[config.mk]
export PLATFORM = sky130hd
export DESIGN_NAME = wave_ram_read_arbiter
export DESIGN_NICKNAME = d
export VERILOG_FILES = /design/src/rtl/wave_pkg.sv /design/src/rtl/wave_ram_read_arbiter_peak_accum.sv /design/src/rtl/wave_ram_read_arbiter.sv
export SDC_FILE = /design/constraint.sdc
export NUM_CORES = 1
export LEC_CHECK = 0
export ABC_AREA = 1
export CORE_ASPECT_RATIO = 0.5
export CORE_MARGIN = 2
export CORE_UTILIZATION = 55
export DETAILED_ROUTE_END_ITERATION = 7
export HOLD_SLACK_MARGIN = 0.05
export PLACE_DENSITY = 0.8
export SLEW_MARGIN = 20
export SYNTH_ARGS = -nofsm -noshare
export SYNTH_HDL_FRONTEND = slang
export SYNTH_SLANG_ARGS = --single-unit
[constraint.sdc]
create_clock -name clk -period 3.9 [get_ports clk]
set_clock_uncertainty 0.1 [all_clocks]
set_input_delay 0.39 -clock clk [delete_from_list [all_inputs] [get_ports clk]]
set_output_delay 0.39 -clock clk [all_outputs]
set_load 0.005 [all_outputs]
[src/rtl/wave_pkg.sv]
// Shared constants and enums for the wave RAM read-port arbiter and its scan engine.
package wave_pkg;

    localparam int DW    = 8;
    localparam int AW    = 9;
    localparam int NSAMP = 2 ** (AW - 1);

    localparam logic [DW-1:0] SAMPLE_MID = 8'h80;

    typedef enum logic {
        OWN_DISP,
        OWN_SCAN
    } owner_e;

    typedef enum logic [1:0] {
        ST_IDLE,
        ST_SCAN,
        ST_COMMIT
    } state_e;

endpackage

[src/rtl/wave_ram_read_arbiter_peak_accum.sv]
// Running min/max of unsigned samples; clear seeds max low and min high so the first fold wins.
module peak_accum
    import wave_pkg::*;
(
    input  logic          clk,
    input  logic          reset,
    input  logic          clear_i,
    input  logic          en_i,
    input  logic [DW-1:0] sample_i,
    output logic [DW-1:0] run_max_o,
    output logic [DW-1:0] run_min_o
);

    logic [DW-1:0] run_max_q, run_max_d;
    logic [DW-1:0] run_min_q, run_min_d;

    // Strict compares: an equal sample leaves the running extreme untouched.
    always_comb begin
        run_max_d = run_max_q;
        run_min_d = run_min_q;
        if (clear_i) begin
            run_max_d = '0;
            run_min_d = '1;
        end else if (en_i) begin
            if (sample_i > run_max_q) run_max_d = sample_i;
            if (sample_i < run_min_q) run_min_d = sample_i;
        end
    end

    always_ff @(posedge clk) begin
        if (reset) begin
            run_max_q <= '0;
            run_min_q <= '1;
        end else begin
            run_max_q <= run_max_d;
            run_min_q <= run_min_d;
        end
    end

    assign run_max_o = run_max_q;
    assign run_min_o = run_min_q;

endmodule

[src/rtl/wave_ram_read_arbiter.sv]
// Shares RAM read port b between the wave display (priority during active video)
// and a once-per-frame peak scan of the displayed bank, run only in blanking cycles.
module wave_ram_read_arbiter
    import wave_pkg::*;
(
    input  logic          clk,
    input  logic          reset,
    input  logic          valid,
    input  logic          vsync,
    input  logic          read_index,
    input  logic [AW-1:0] disp_read_address,
    input  logic [DW-1:0] ram_read_value,
    output logic [AW-1:0] ram_read_address,
    output logic          scan_busy,
    output logic          scan_done,
    output logic [DW-1:0] peak_max,
    output logic [DW-1:0] peak_min,
    output logic [DW-1:0] peak_amp
);

    localparam logic [AW-1:0] NSAMP_CNT = AW'(NSAMP);

    state_e        state_q, state_d;
    owner_e        owner_q, owner_d;
    logic          vsync_q;
    logic          bank_q, bank_d;
    logic [7:0]    scan_addr_q, scan_addr_d;
    logic [AW-1:0] issue_cnt_q, issue_cnt_d;
    logic [AW-1:0] rx_cnt_q, rx_cnt_d;
    logic          busy_q, busy_d;
    logic          done_q, done_d;
    logic [DW-1:0] pmax_q, pmax_d;
    logic [DW-1:0] pmin_q, pmin_d;
    logic [DW-1:0] pamp_q, pamp_d;

    logic          issue;
    logic          fold;
    logic          acc_clear;
    logic [DW-1:0] run_max;
    logic [DW-1:0] run_min;

    // Display path is a pure passthrough; the scan only gets the port in blanking.
    assign ram_read_address = (valid || state_q != ST_SCAN) ? disp_read_address
                                                             : {bank_q, scan_addr_q};

    assign issue = (state_q == ST_SCAN) && !valid && (issue_cnt_q < NSAMP_CNT);
    assign fold  = (state_q == ST_SCAN) && (owner_q == OWN_SCAN);

    always_comb begin
        state_d     = state_q;
        owner_d     = issue ? OWN_SCAN : OWN_DISP;
        bank_d      = bank_q;
        scan_addr_d = scan_addr_q;
        issue_cnt_d = issue_cnt_q;
        rx_cnt_d    = rx_cnt_q;
        busy_d      = busy_q;
        done_d      = 1'b0;
        pmax_d      = pmax_q;
        pmin_d      = pmin_q;
        pamp_d      = pamp_q;
        acc_clear   = 1'b0;

        case (state_q)
            ST_IDLE: begin
                if (vsync && !vsync_q) begin
                    bank_d      = read_index;
                    scan_addr_d = '0;
                    issue_cnt_d = '0;
                    rx_cnt_d    = '0;
                    acc_clear   = 1'b1;
                    busy_d      = 1'b1;
                    state_d     = ST_SCAN;
                end
            end
            ST_SCAN: begin
                if (read_index != bank_q) begin
                    // Bank flipped under us: drop the partial scan, keep old results.
                    busy_d  = 1'b0;
                    state_d = ST_IDLE;
                end else begin
                    if (issue) begin
                        scan_addr_d = scan_addr_q + 8'd1;
                        issue_cnt_d = issue_cnt_q + AW'(1);
                    end
                    if (fold) begin
                        rx_cnt_d = rx_cnt_q + AW'(1);
                        if (rx_cnt_q == NSAMP_CNT - AW'(1)) state_d = ST_COMMIT;
                    end
                end
            end
            ST_COMMIT: begin
                pmax_d  = run_max;
                pmin_d  = run_min;
                pamp_d  = run_max - run_min;
                done_d  = 1'b1;
                busy_d  = 1'b0;
                state_d = ST_IDLE;
            end
            default: state_d = ST_IDLE;
        endcase
    end

    always_ff @(posedge clk) begin
        if (reset) begin
            state_q     <= ST_IDLE;
            owner_q     <= OWN_DISP;
            vsync_q     <= 1'b0;
            bank_q      <= 1'b0;
            scan_addr_q <= '0;
            issue_cnt_q <= '0;
            rx_cnt_q    <= '0;
            busy_q      <= 1'b0;
            done_q      <= 1'b0;
            pmax_q      <= SAMPLE_MID;
            pmin_q      <= SAMPLE_MID;
            pamp_q      <= '0;
        end else begin
            state_q     <= state_d;
            owner_q     <= owner_d;
            vsync_q     <= vsync;
            bank_q      <= bank_d;
            scan_addr_q <= scan_addr_d;
            issue_cnt_q <= issue_cnt_d;
            rx_cnt_q    <= rx_cnt_d;
            busy_q      <= busy_d;
            done_q      <= done_d;
            pmax_q      <= pmax_d;
            pmin_q      <= pmin_d;
            pamp_q      <= pamp_d;
        end
    end

    peak_accum u_accum (
        .clk       (clk),
        .reset     (reset),
        .clear_i   (acc_clear),
        .en_i      (fold),
        .sample_i  (ram_read_value),
        .run_max_o (run_max),
        .run_min_o (run_min)
    );

    assign scan_busy = busy_q;
    assign scan_done = done_q;
    assign peak_max  = pmax_q;
    assign peak_min  = pmin_q;
    assign peak_amp  = pamp_q;

endmodule

# Word level (Yosys, flattened, before mapping)
# Index checks and enable logic that the tools add are counted.
# classes
n_addsub,4
n_lt_le_gt_ge,3
eq_ne,12
n_mux,24
reduce_logical,18
# ops
op,n
two-way mux 9 bit,6
case mux 9 bit (2 select lines),2
two-way mux 8 bit,3
adder 9 x 1 -> 9 bit (second input constant),2
case mux 8 bit (2 select lines),1
equality test 9 x 8 -> 1 bit (second input constant),1
less-than comparator 9 bit (second input constant),1
adder 8 x 1 -> 8 bit (second input constant),1
greater-than comparator 8 bit,1
less-than comparator 8 bit,1
two-way mux 2 bit,4
inequality test 2 bit (second input constant),4
AND reduction 4 bit,2
subtractor 8 bit,1
two-way mux 1 bit,6
AND reduction 2 bit,3
AND reduction 3 bit,2
logical AND 1 bit,4
inequality test 2 x 1 -> 1 bit (second input constant),2
case mux 2 bit (2 select lines),1
inequality test 3 x 1 -> 1 bit (second input constant),1
inequality test 3 x 2 -> 1 bit (second input constant),1
case mux 1 bit (3 select lines),1
nonzero test 3 bit,1
other kinds (8),9
# totals
register_bits,73
wordCells,75

# Logic depth before layout (Yosys ltp)
# logic_depth
word_depth,6
depth_mapped,13

# By module
# Synthesis repeated with hierarchy kept, for this count alone.
# hier_totals
hier_cells,599
area_unflattened_um2,4177.8
# by_module_without_submodules
mod,n_inst,cells_each,area_each_um2
wave_ram_read_arbiter,1,444,3012.9
peak_accum,1,155,1164.9

# Worst setup path before layout
# No wires, ideal clock.
# synth_timing
kind,reg2out
startpoint,register state_q[1]
endpoint,output ram_read_address[1]
arrival_ns,1.466
path_slack_ns,1.944
stages_incl_launch_ff,8
n_path_buf,2
path_cell_list,dfxtp_1 inv_1 ha_1 buf_6 inv_2 or2_1 clkbuf_1 mux2_2
# synth_via
elab_chain_len,3
# synth_rtl
item,line,text
"start, declared",wave_ram_read_arbiter.sv:23,"state_e state_q, state_d;"
"start signal, assigned",wave_ram_read_arbiter.sv:118,state_q <= state_d;
inequality test 2 x 1 -> 1 bit,wave_ram_read_arbiter.sv:43,assign ram_read_address = (valid || state_q != ST_SCAN) ? disp_read_address
logical OR 1 bit,wave_ram_read_arbiter.sv:43,
two-way mux 9 bit,wave_ram_read_arbiter.sv:43,
"end, declared",wave_ram_read_arbiter.sv:13,"output logic [AW-1:0] ram_read_address,"
# No other way between the ends.

# Worst setup path in the final report
# layout_timing
startpoint,register state_q[1]
endpoint,output ram_read_address[5]
# Same word-level chain as after synthesis.

==> flow_summary.ini <==
[floorplan]
die_w_um = 125
die_h_um = 64.6
start_util_pct = 56.0
die_area_mm2 = 0.00808
ios = 57
design.core.area_mm2 = 0.00721
rows = 22

[sta]
setup_violations = 0
finalCritPeriodShare_pct = 77.9
rsz0062_at_grt = no
worst_pin_slew_ps = 526
hold_violations = 0
tns_ps = 0
max_freq_mhz = 329
maxSlewHeadroom_pct = 64.9
post-route-min-period_ps = 3040
slew_viol_final = 0
fin_ws_ps = 863

[final_layout]
areaGrowthSynthToFinish_pct = 23.3
n_antenna_cell = 0
fillers = 632
fin_nets = 688
mostFrequentLayoutCells = nand2_1 (131), inv_1 (76), nor2_1 (73), dfxtp_1 (73), clkdlybuf4s50_1 (56)
drive_gt1_share_pct = 5.94
final_common_cell = nand2_1
stdcell_count = 736

[worst_setup_path]
endpoint_kind = primary output
critPathKind = reg2out
r2r_slack_ps = 1750
worstReg2RegEnd = u_accum.run_min_o[0]
r2r_cells = 10
rr_startpoint = state_q[1]
required_ps = 3410
cp_max_fo = 19
startpoint_type = flip-flop
arrival_ps = 2550

[yosys]
synth_area_leader_cell = dfxtp_1
syn_nets = 633
ys_seq_area_share_pct = 36.2
synthAdderAreaFrac_pct = 9.80
synth_top_family_by_area = simple AND/OR/NAND/NOR gates
synthCells = 580
yosysTopAreaCellShare_pct = 36.2
synth_cell_types = 31
synth_area_leaders = dfxtp_1 (36%), nand2_1 (12%), ha_1 (9.3%)
syn_area_mm2 = 0.00404
yosys-mux-area-fraction_pct = 1.12
synthSimpleGateAreaFrac_pct = 28.4
ys_ff_latch = 73
syn_area_per_cell_um2 = 6.96
synthXorXnorAreaFrac_pct = 2.39
yosysWarnings = 0
synth_compound_area_share_pct = 12.7

[place]
io_buffers = 56
gp_congestion = 0.837
place_worst_setup_slack_ps = 1220
dp_hpwl_mm = 6.35
dp_cells = 720

[clocking]
root_buffer = clkbuf_16
post_cts_resized = 0
clk_pin_slew_ps = 60
clk_latency_ps = 340
cts_buffers = 9
htreeDepth = 3
postCtsHoldBufs = 0
cts_tree = built
post_cts_buffers = 0
clock-sinks = 73
clockBufferDepth = 2

[pwr]
ir_drop_mv = 0.340
power_density_mw_per_mm2 = 532
p_leak_nw = 2.32

[min_path]
whs_endpoint = u_accum.run_min_o[6]
hold_path.class = reg2reg
hp-start = u_accum.run_min_o[6]
hold_depth = 2

[global_route]
grt_use_total_pct = 23.4
grt_max_degree = 41
grt_pass1_wl_mm = 15.1
antenna_found_initial = 0
gr-total-overflow = 0
grt_pass1_vias = 3427

[run]
cap_violations = 0

[routing]
dr.pass1.iters = 4
wl_mm = 9.09
num_vias = 3781
drtIter0Drc = 218
route.detailed.drc = 0
postRouteAntennaNets = 0
wl_per_cell_um = 12.4
vias_per_cell = 5.14

[status]
status = complete, no violations
critical path, cell delays in order, from the launching register on:
cell,delay (ps)
dfxtp_1,360
inv_1,80
ha_1,180
buf_4,200
inv_2,130
or2_1,420
mux2_2,390
clkdlybuf4s50_1,440
routing by layer:
layer  up-vias  share of wire, %  GRT usage [%]
met4         0              0.99           6.11
li1       1980                 -              -
met1      1714                48           28.5
met5         -                 0              0
met2        79                45           39.8
met3         8               5.5           8.18
worst max path at each step:
stage	start	to	slack [ps]	depth (start not counted)
after floorplan	state_q[1]	ram_read_address[1]	1940	7
final	state_q[1]	ram_read_address[5]	860	7
after global routing	state_q[1]	ram_read_address[5]	690	7
after CTS	state_q[1]	ram_read_address[2]	830	7
after global placement	state_q[1]	ram_read_address[2]	1260	7
after detailed placement	state_q[1]	ram_read_address[2]	1220	7
cells in the mapped netlist:
| master | number |
|---|---|
| xnor2_1 | 5 |
| nand2_2 | 5 |
| a21oi_1 | 48 |
| a21o_1 | 3 |
| nand2_1 | 131 |
| mux2_2 | 4 |
| a21oi_4 | 1 |
| nand3b_1 | 4 |
| o21ai_0 | 36 |
| buf_4 | 1 |
| o211ai_1 | 2 |
| clkbuf_1 | 10 |
| fa_1 | 1 |
| nor3b_1 | 1 |
| or2_1 | 1 |
| o21ai_1 | 2 |
| nand3_1 | 43 |
| dfxtp_1 | 73 |
| ha_1 | 30 |
| nand4_1 | 8 |
| buf_2 | 2 |
| xor2_1 | 6 |
| or2_2 | 1 |
| nor2_1 | 73 |
| nand2_4 | 1 |
| buf_6 | 3 |
| inv_1 | 76 |
| inv_2 | 2 |
| nor3_1 | 3 |
| a21oi_2 | 3 |
| nor2_2 | 1 |
stage by stage:
stage,total power [mW],instance area [um2],hold WS (ps),util (%)
2_1_floorplan,1.50,4040,329,-
3_3_place_gp,1.78,4660,337,64.6
3_5_place_dp,1.79,4660,342,64.6
4_1_cts,2.66,4970,357,69.0
5_1_grt,2.82,4970,386,69.0
6_report,2.65,4970,357,69.0
flip-flops by register name, summed over array words and instances (netlist names), 2 cells and up:
register and count:
issue_cnt_q 9, peak_amp 8, peak_max 8, peak_min 8
rx_cnt_q 9, scan_addr_q 8, state_q 2, u_accum.run_max_o 8
u_accum.run_min_o 8
where the power goes:
group | leakage, nW | internal, mW | switching (mW) | total, mW
Clock | 0.151 | 0.546 | 0.317 | 0.863
Combinational | 1.58 | 0.363 | 0.496 | 0.859
Sequential | 0.593 | 0.858 | 0.0671 | 0.925
cells by family after synthesis:
logic type,after synthesis
buf+inv,94
flops,73
simple gates,272
xor+xnor,11
fa+ha+maj,31
compound gates,95
mux,4
final cells by class:
class,instances,area [um2],area share [%]
Clock buffer,12,267,5.36
Clock inverter,4,50.0,1.01
Inverter,78,293,5.89
Multi-Input combinational cell,413,2190,44.1
Sequential cell,73,1460,29.4
Timing Repair Buffer,60,591,11.9
Tap cell,96,120,2.42
Power figures use the tool's default switching activity.
